`src/rtl/queue_sensor_frontend_pkg.sv`:
```
// Shared types and helpers for the bank-queue sensor front end.
package queue_sensor_frontend_pkg;

  typedef enum logic [1:0] {
    ST_IDLE       = 2'd0,
    ST_PULSE_UP   = 2'd1,
    ST_PULSE_DOWN = 2'd2,
    ST_GAP        = 2'd3
  } fe_state_e;

  localparam int NUM_SENSORS = 2;
  localparam int LANE_UP     = 0;  // front photocell feeds the up lane
  localparam int LANE_DN     = 1;  // back photocell feeds the down lane

  // Width able to hold 0..max(a,b)-1, never narrower than one bit.
  function automatic int timer_w(input int a, input int b);
    int m;
    m = (a > b) ? a : b;
    return (m > 1) ? $clog2(m) : 1;
  endfunction

endpackage

```
`src/rtl/queue_sensor_frontend_debounce.sv`:
```
// One photocell channel: synchroniser chain, debounce counter and 0->1 event strobe.
module sensor_debounce
  import queue_sensor_frontend_pkg::*;
#(
  parameter int SYNC_STAGES     = 2,
  parameter int DEBOUNCE_CYCLES = 16,
  parameter int CNT_W           = timer_w(DEBOUNCE_CYCLES, 1)
) (
  input  logic clk,
  input  logic rst_n,
  input  logic sensor_i,
  output logic event_o
);

  localparam logic [CNT_W-1:0] CNT_LAST = CNT_W'(DEBOUNCE_CYCLES - 1);

  logic [SYNC_STAGES-1:0] r_sync;
  logic [CNT_W-1:0]       r_cnt;
  logic                   r_stable;
  logic                   r_stable_d;
  logic                   r_event;
  logic                   w_synced;

  assign w_synced = r_sync[SYNC_STAGES-1];
  assign event_o  = r_event;

  always_ff @(posedge clk or negedge rst_n) begin
    if (!rst_n) begin
      r_sync     <= '0;
      r_cnt      <= '0;
      r_stable   <= 1'b0;
      r_stable_d <= 1'b0;
      r_event    <= 1'b0;
    end else begin
      r_sync[0] <= sensor_i;
      for (int i = 1; i < SYNC_STAGES; i++) r_sync[i] <= r_sync[i-1];
      r_stable_d <= r_stable;
      r_event    <= r_stable & ~r_stable_d;
      // Any sample agreeing with the accepted level restarts the qualification window.
      if (w_synced == r_stable) begin
        r_cnt <= '0;
      end else if (r_cnt == CNT_LAST) begin
        r_stable <= w_synced;
        r_cnt    <= '0;
      end else begin
        r_cnt <= r_cnt + 1'b1;
      end
    end
  end

endmodule

```
`src/rtl/queue_sensor_frontend.sv`:
```
// Bank-queue front end: debounced entry/exit events become serialised up/down strobes
// with guard gaps; events the counter cannot legally take are dropped.
module queue_sensor_frontend
  import queue_sensor_frontend_pkg::*;
#(
  parameter int SYNC_STAGES     = 2,
  parameter int DEBOUNCE_CYCLES = 16,
  parameter int PULSE_CYCLES    = 4,
  parameter int PEND_W          = 2,
  parameter int COUNT_W         = 3
) (
  input  logic               clk,
  input  logic               rst_n,
  input  logic               front_sensor_i,
  input  logic               back_sensor_i,
  input  logic [COUNT_W-1:0] queue_count_i,
  output logic               up_o,
  output logic               down_o,
  output logic               drop_o,
  output logic               busy_o
);

  localparam int                 TMR_W      = timer_w(DEBOUNCE_CYCLES, PULSE_CYCLES);
  localparam logic [PEND_W-1:0]  PEND_MAX   = '1;
  localparam logic [COUNT_W-1:0] COUNT_FULL = '1;
  localparam logic [TMR_W-1:0]   PULSE_LAST = TMR_W'(PULSE_CYCLES - 1);

  logic [NUM_SENSORS-1:0]             w_sensor;
  logic [NUM_SENSORS-1:0]             w_event;
  logic [NUM_SENSORS-1:0]             w_inc;
  logic [NUM_SENSORS-1:0]             w_dec;
  logic [NUM_SENSORS-1:0]             w_launch;
  logic [NUM_SENSORS-1:0]             w_discard;
  logic [NUM_SENSORS-1:0]             w_sat;
  logic [NUM_SENSORS-1:0][PEND_W-1:0] r_pend;
  logic [NUM_SENSORS-1:0][PEND_W-1:0] w_pend_nxt;

  fe_state_e        r_state, w_state_nxt;
  logic [TMR_W-1:0] r_tmr, w_tmr_nxt;
  logic             r_up, r_down, r_drop;

  assign w_sensor[LANE_UP] = front_sensor_i;
  assign w_sensor[LANE_DN] = back_sensor_i;

  generate
    for (genvar g = 0; g < NUM_SENSORS; g++) begin : g_sns
      sensor_debounce #(
        .SYNC_STAGES    (SYNC_STAGES),
        .DEBOUNCE_CYCLES(DEBOUNCE_CYCLES),
        .CNT_W          (TMR_W)
      ) u_deb (
        .clk     (clk),
        .rst_n   (rst_n),
        .sensor_i(w_sensor[g]),
        .event_o (w_event[g])
      );
    end
  endgenerate

  // A person entering and one leaving in the same cycle leaves occupancy unchanged.
  assign w_inc[LANE_UP] = w_event[LANE_UP] & ~w_event[LANE_DN];
  assign w_inc[LANE_DN] = w_event[LANE_DN] & ~w_event[LANE_UP];
  assign w_dec          = w_launch | w_discard;

  always_comb begin
    w_state_nxt = r_state;
    w_tmr_nxt   = r_tmr;
    w_launch    = '0;
    w_discard   = '0;
    case (r_state)
      ST_IDLE: begin
        w_tmr_nxt = '0;
        if (r_pend[LANE_DN] != '0) begin
          if (queue_count_i == '0) begin
            w_discard[LANE_DN] = 1'b1;
          end else begin
            w_launch[LANE_DN] = 1'b1;
            w_state_nxt       = ST_PULSE_DOWN;
          end
        end else if (r_pend[LANE_UP] != '0) begin
          if (queue_count_i == COUNT_FULL) begin
            w_discard[LANE_UP] = 1'b1;
          end else begin
            w_launch[LANE_UP] = 1'b1;
            w_state_nxt       = ST_PULSE_UP;
          end
        end
      end
      ST_PULSE_UP, ST_PULSE_DOWN, ST_GAP: begin
        if (r_tmr == PULSE_LAST) begin
          w_tmr_nxt   = '0;
          w_state_nxt = (r_state == ST_GAP) ? ST_IDLE : ST_GAP;
        end else begin
          w_tmr_nxt = r_tmr + 1'b1;
        end
      end
      default: w_state_nxt = ST_IDLE;
    endcase
  end

  always_comb begin
    w_pend_nxt = r_pend;
    w_sat      = '0;
    for (int i = 0; i < NUM_SENSORS; i++) begin
      if (w_inc[i] && !w_dec[i]) begin
        if (r_pend[i] == PEND_MAX) w_sat[i] = 1'b1;
        else                       w_pend_nxt[i] = r_pend[i] + 1'b1;
      end else if (!w_inc[i] && w_dec[i]) begin
        w_pend_nxt[i] = r_pend[i] - 1'b1;
      end
    end
  end

  // Strobes are decoded from the next state so they leave a flop and never glitch.
  always_ff @(posedge clk or negedge rst_n) begin
    if (!rst_n) begin
      r_state <= ST_IDLE;
      r_tmr   <= '0;
      r_pend  <= '0;
      r_up    <= 1'b0;
      r_down  <= 1'b0;
      r_drop  <= 1'b0;
    end else begin
      r_state <= w_state_nxt;
      r_tmr   <= w_tmr_nxt;
      r_pend  <= w_pend_nxt;
      r_up    <= (w_state_nxt == ST_PULSE_UP);
      r_down  <= (w_state_nxt == ST_PULSE_DOWN);
      r_drop  <= (|w_sat) | (|w_discard);
    end
  end

  assign up_o   = r_up;
  assign down_o = r_down;
  assign drop_o = r_drop;
  assign busy_o = (r_state != ST_IDLE) | (|r_pend);

endmodule
```
`config.mk`:
```
export PLATFORM = sky130hd
export DESIGN_NAME = queue_sensor_frontend
export DESIGN_NICKNAME = d
export VERILOG_FILES = /design/src/rtl/queue_sensor_frontend_pkg.sv /design/src/rtl/queue_sensor_frontend_debounce.sv /design/src/rtl/queue_sensor_frontend.sv
export SDC_FILE = /design/constraint.sdc
export NUM_CORES = 1
export LEC_CHECK = 0
export CORE_AREA = 2 2 56 58
export DETAILED_ROUTE_END_ITERATION = 8
export DIE_AREA = 0 0 58 60
export HOLD_SLACK_MARGIN = 0.1
export PLACE_DENSITY = 0.77
export SYNTH_ARGS = -nofsm -noshare
export SYNTH_HDL_FRONTEND = slang
export SYNTH_HIERARCHICAL = 1
export SYNTH_SLANG_ARGS = --single-unit
```
`constraint.sdc`:
```
create_clock -name clk -period 1.6 [get_ports clk]
set_input_delay 0.16 -clock clk [delete_from_list [all_inputs] [get_ports clk]]
set_output_delay 0.16 -clock clk [all_outputs]
set_load 0.005 [all_outputs]
```
==> results of run 1 <==
## cells in the mapped netlist, drive strengths merged, types with 2 or more instances
cell,number
a31oi,3
mux2,3
a21o,2
o21ai,3
nand2,13
a21oi,4
buf,3
or3,2
nor3b,3
a311oi,2
nor2,11
nor3,2
ha,3
nand3,5
dfrtp,31
xor2,3
xnor2,4
nor2b,8
## worst paths after layout
path / from / end / slack [ns] / depth (start not counted)
max in group asynchronous: rst_n / r_state[0] / 1.09 / 2
worst max register to register: r_state[0] / up_o / 0.04 / 5
worst max-delay path: r_state[0] / up_o / 0.04 / 5
worst min-delay path: rst_n / up_o / 0.21 / 2
worst min register to register: g_sns[0].u_deb/r_sync[0] / g_sns[0].u_deb/r_sync[1] / 0.36 / 0
min in group clk: front_sensor_i / g_sns[0].u_deb/r_sync[0] / 0.26 / 1
## registers in the layout, summed over array words and instances (netlist names)
name / count
g_sns.u_deb/event_o: 2
g_sns.u_deb/r_sync: 4
g_sns.u_deb/r_stable_d: 2
g_sns.u_deb/r_stable: 2
down_o: 1
drop_o: 1
r_tmr: 4
up_o: 1
r_pend: 4
r_state: 2
g_sns.u_deb/r_cnt: 8
## power groups by stage
| stage | registers (mW) | clock network [mW] | logic (mW) |
|---|---|---|---|
| after global routing | 0.898 | 0.488 | 0.417 |
| after global placement | 0.903 | 0 | 0.311 |
| final | 0.888 | 0.424 | 0.375 |
| after detailed placement | 0.908 | 0 | 0.323 |
| after CTS | 0.887 | 0.449 | 0.352 |
| after floorplan | 0.884 | 0 | 0.214 |
## worst max-delay path, cell delays in order (launching register included)
cell and delay, ns:
dfrtp_2 0.44, buf_6 0.14, or4_4 0.45, nor2_1 0.12, nand2_1 0.09, a221oi_2 0.23
## area by class of cell
type,instances,area (um^2)
Fill cell,250,1291
Sequential cell,31,777.0
Multi-Input combinational cell,84,579.3
Timing Repair Buffer,18,163.9
Clock buffer,7,45.04
Tap cell,33,41.29
Clock inverter,1,5.005
## logic make-up (layout without fill, tap and decap cells)
kind of cell | count (synthesis) | after routing
buffers and inverters | 3 | 26
flip-flops | 31 | 31
XOR/XNOR | 7 | 7
AO/OA/AOI/OAI | 23 | 23
adder cells (fa/ha/maj) | 3 | 3
multiplexers | 3 | 3
AND/OR/NAND/NOR | 48 | 48
## metal layers
metal / routed length (um) / vias up / track usage
li1: - / 462 / -
met5: 0 / - / 0
met4: 30 / 0 / 0.1362
met2: 1284 / 19 / 0.2857
met3: 105 / 4 / 0.05411
met1: 952 / 465 / 0.1535
## timing repair
item,4_1_cts,5_1_grt
resized for setup,4,2
pin swaps,1,5
gates cloned,0,0
endpoints found under the setup margin,1,3
buffers inserted,1,2
==> metrics.csv, run 1 <==
metric,value,unit
status,"complete, no violations",
type of the worst setup path,reg2reg,
setup TNS,0,ns
"most common cell after layout, fill and taps aside",dfrtp_1,
Slew HR,0.7384,
share of post-route cells with drive strength above 1,0.1844,
PortBufs,10,
register share of total power,0.526,
cell taking the most area after synthesis,dfrtp_1,
"Async S/R FF share, synth",1.000,
number of library cell types mapped by synthesis,35,
mux share of post-synthesis cell area,0.03011,
Die H,60,um
period utilization,0.9759,
internal power,1.215,mW
Least-Margin Pin Slew,0.3896,ns
syn_nets,128,
Area Overhead vs Synth,17.52,%
GPL Wtd Cong,0.7999,
DRT Pass-1 Iters,4,
"EDFF count, synth",0,
largest cells by area after synthesis,"dfrtp_1, nor2b_1, nand2_1",
Setup crit end kind,register,
CTS H-tree lvls,2,
fmax,0.6404,GHz
maximum VDD drop,646.0,uV
Cells after Synth,118,
# rows,20,
switching share of total power,0.2791,
leakage power,0.7584,nW
combinational power share,0.222,
"Worst Setup Slack, final",0.03856,ns
Final HPWL DP,1639,um
Synth Flop Type,dfrtp_1,
fin crit period,1.561,ns
Final Hold Vio Count,0,
final hold slack,0.2114,ns
Routed Antenna Nets,0,
Placed Area,1523,um^2
"Remaining Overflow, GRT",0,
#FFs+latches synth,31,
XOR/XNOR Fraction of Synth Area,0.04471,
mean area per synthesized cell,11.62,um^2
complex-gate fraction of the synthesized area,0.1250,
Psw,0.4705,mW
total design power,1.686,mW
combinational family with the most area after synthesis,simple AND/OR/NAND/NOR gates,
largest fanout on the critical path,8,
Via-to-Cell Ratio,5.460,
Arrival @ worst endpoint,1.81,ns
detailed-route wire length,2374,um
Starting Density,0.4724,
Die Wd,58,um
simple-gate portion of the synthesized area,0.1870,
Core Footprint,2903,um^2
clock power share,0.251,
Synth top area share,0.5657,
Sink Count,31,
Final Util,0.5552,
HP Class,in2async,
Clock Path Buffers,2,
highest-count cells in the layout ignoring fill and taps,"dfrtp_1, nand2_1, nor2_1",
final setup vio count,0,
sequential cell area fraction in the yosys report,0.5657,
CTS Buf Count,5,
dpl ws,0.1041,ns
DIE AREA,3480,um^2
vias in the first global route,977,
total I/O pin count,11,
Placed Cells,163,
cts hold-fix bufs,0,
Worst-Skew Late Latency,0.33,ns
DRC Markers,0,
GRT Util Overall,0.1631,
antenna cells,0,
CTS root buf,clkbuf_4,
critical path required time,1.85,ns
Max Cap Violations,0,
Setup Skew,0.007957,ns
Worst-path clk slew,0.09,ns
Initial DRC Count,26,
drt wl/cell,13.64,um
largest net degree at the start of global routing,32,
PwrDens,1046,nW/um^2
Final nets,150,
max-slew violations,0,
Final Non-Filler Cells,174,
vias after detailed routing,950,
Finished Cell Area,1612,um^2
startpoint types,register,
initial antenna violation count,0,
first-pass GRT wire length,3939,um
Ys Warns,6,
post-synthesis adder-cell area fraction,0.02737,
CTS tree,yes,
Mapped Area,1371,um^2
(Power assumes the default switching activity.)
==> run 2, diff against run 1 <==
Settings changed: CORE_AREA 2 2 56 58 to 2 2 53 55, DIE_AREA 0 0 58 60 to 0 0 55 57, PLACE_DENSITY 0.77 to 0.84.
==> run 2 against run 1 <==
Effect of this change:
- the flow now finishes with violations (setup timing)
- wire length grew 6.6%
- cell count increased by 2.3%
- utilization is 8.4 points higher
- critical path depth is 1 higher
- critical path type unchanged
- combinational power rose by 19%
- non-clock buffer count up 6
- flip-flop and latch count did not move
- hold slack better by 0.0031 ns
- clock skew decreased by 0.0020 ns
- global-route usage increased by 2.2 points
- total power increased by 5.5%
==> metrics.csv, run 2 (synthesis results as in run 1) <==
metric,value,unit
detailed-route wire length,2531,um
Die Wd,55,um
register area,777.0,um^2
Least-Margin Pin Slew,0.3864,ns
total I/O pin count,11,
worst reg2reg path depth,6,
final hold slack,0.2145,ns
Sink Count,31,
Finished Cell Area,1670,um^2
Fillers,200,
CTS Buf Count,5,
failing checks,setup timing,
Clock Path Buffers,2,
critical path required time,1.88,ns
Placed Area,1520,um^2
Setup crit end kind,register,
DIE AREA,3135,um^2
"Remaining Overflow, GRT",0,
Worst-Skew Late Latency,0.33,ns
CP peak stage delay,0.57,ns
GRT Util Overall,0.1854,
Final Hold Vio Count,0,
Die H,57,um
PortBufs,10,
largest net degree at the start of global routing,32,
vias in the first global route,991,
final setup vio count,3,
dpl ws,0.1001,ns
CP top delay family,simple AND/OR/NAND/NOR gates,
antenna cells,0,
Starting Density,0.5244,
DRT Pass-1 Iters,4,
GPL Wtd Cong,0.7375,
CP endpoint,r_pend[0],
Via-to-Cell Ratio,5.663,
DRC Markers,0,
RSZ-0062 raised after global routing,yes,
initial antenna violation count,0,
Routed Antenna Nets,0,
period utilization,1.031,
Arrival @ worst endpoint,1.93,ns
WP depth,6,
worst-path cell chain,"buf_6, or4_4, buf_6, a21oi_2, or3_1, o211a_1",
CP max-delay cell,or4_4,
CP most frequent cell,buf_6,
r2r setup slk,-0.05,ns
area of the multi-input gates,593.1,um^2
CTS H-tree lvls,2,
leakage power,0.7922,nW
HP Class,in2async,
drt wl/cell,14.22,um
Core Footprint,2615,um^2
# rows,19,
CTS tree,yes,
PwrDens,1064,nW/um^2
total design power,1.778,mW
"Worst Setup Slack, final",-0.04922,ns
Setup Skew,0.005979,ns
vias after detailed routing,1008,
sum of buffers and inverters on the critical path,2,
status,finished with violations,
Slew HR,0.7424,
CTS root buf,clkbuf_4,
share of post-route cells with drive strength above 1,0.2517,
Worst-path clk slew,0.10,ns
cts hold-fix bufs,0,
Largest register FFs,8,
Max Cap Violations,0,
fmax,0.6063,GHz
highest-count cells in the layout ignoring fill and taps,"dfrtp_1, nand2_1, buf_4",
Reg with most FFs,g_sns.u_deb/r_cnt,
R2R Path Start,r_state[0],
largest fanout on the critical path,3,
max-slew violations,0,
type of the worst setup path,reg2reg,
first-pass GRT wire length,4091,um
maximum VDD drop,831.1,uV
Final HPWL DP,1585,um
CP startpoint,r_state[0],
Area Overhead vs Synth,21.81,%
Initial DRC Count,29,
startpoint types,register,
"most common cell after layout, fill and taps aside",dfrtp_1,
Worst R2R End,r_pend[0],
Final nets,156,
fin crit period,1.649,ns
Final Util,0.6388,
[run 2: cell types whose count changed in the layout (fill, tap and decap cells not counted), sizes merged]
cell / before / now
clkinvlp: 0 / 1
buf: 8 / 14
clkdlybuf4s15: 1 / 0
[run 2: layout make-up]
type                    instances  share of cell area
flip-flops and latches         31              0.4652
well taps                      31             0.02322
repair buffers                 24              0.1243
clock buffers                   6             0.02472
multi-input cells              84              0.3551
clock inverters                 2            0.007491
[run 2: timing repair]
item | 4_1_cts | 5_1_grt
buffers inserted | 5 | 4
cloned | 0 | 0
pin swaps | 1 | 6
gates resized for setup | 4 | 8
hold endpoints to repair | 0 | 0
endpoints found under the setup margin | 1 | 4
[run 2: worst min-delay path by stage]
stage                                        start                  endpoint  slack (ns)  cells after the start
after floorplan                              rst_n                    down_o       -0.14                      0
after global placement    g_sns[1].u_deb/r_sync[0]  g_sns[1].u_deb/r_sync[1]        0.33                      0
after detailed placement  g_sns[1].u_deb/r_sync[0]  g_sns[1].u_deb/r_sync[1]        0.34                      0
after CTS                                    rst_n                  r_tmr[2]        0.22                      2
after global routing                         rst_n                 r_pend[1]        0.24                      2
final                                        rst_n                r_state[1]        0.21                      2
[run 2: report_power, final]
part	switching [mW]	total [mW]	internal, mW
Combinational	0.202	0.448	0.247
Clock	0.272	0.442	0.169
Sequential	0.0477	0.888	0.840
[run 2: stage by stage]
stage	cells	setup TNS [ns]
3_5_place_dp	161	0
6_report	178	-0.06738
2_1_floorplan	118	0
4_1_cts	174	-0.03929
3_3_place_gp	161	0
5_1_grt	178	-0.2040
[run 2: layer usage]
layer	global-route usage	wire, um	vias up	share of wire
li1	-	-	479	-
met1	0.2049	1085	504	0.43
met2	0.3129	1312	25	0.52
met3	0.07853	132	0	0.052
met4	0.06272	0	0	0
met5	0	0	-	0
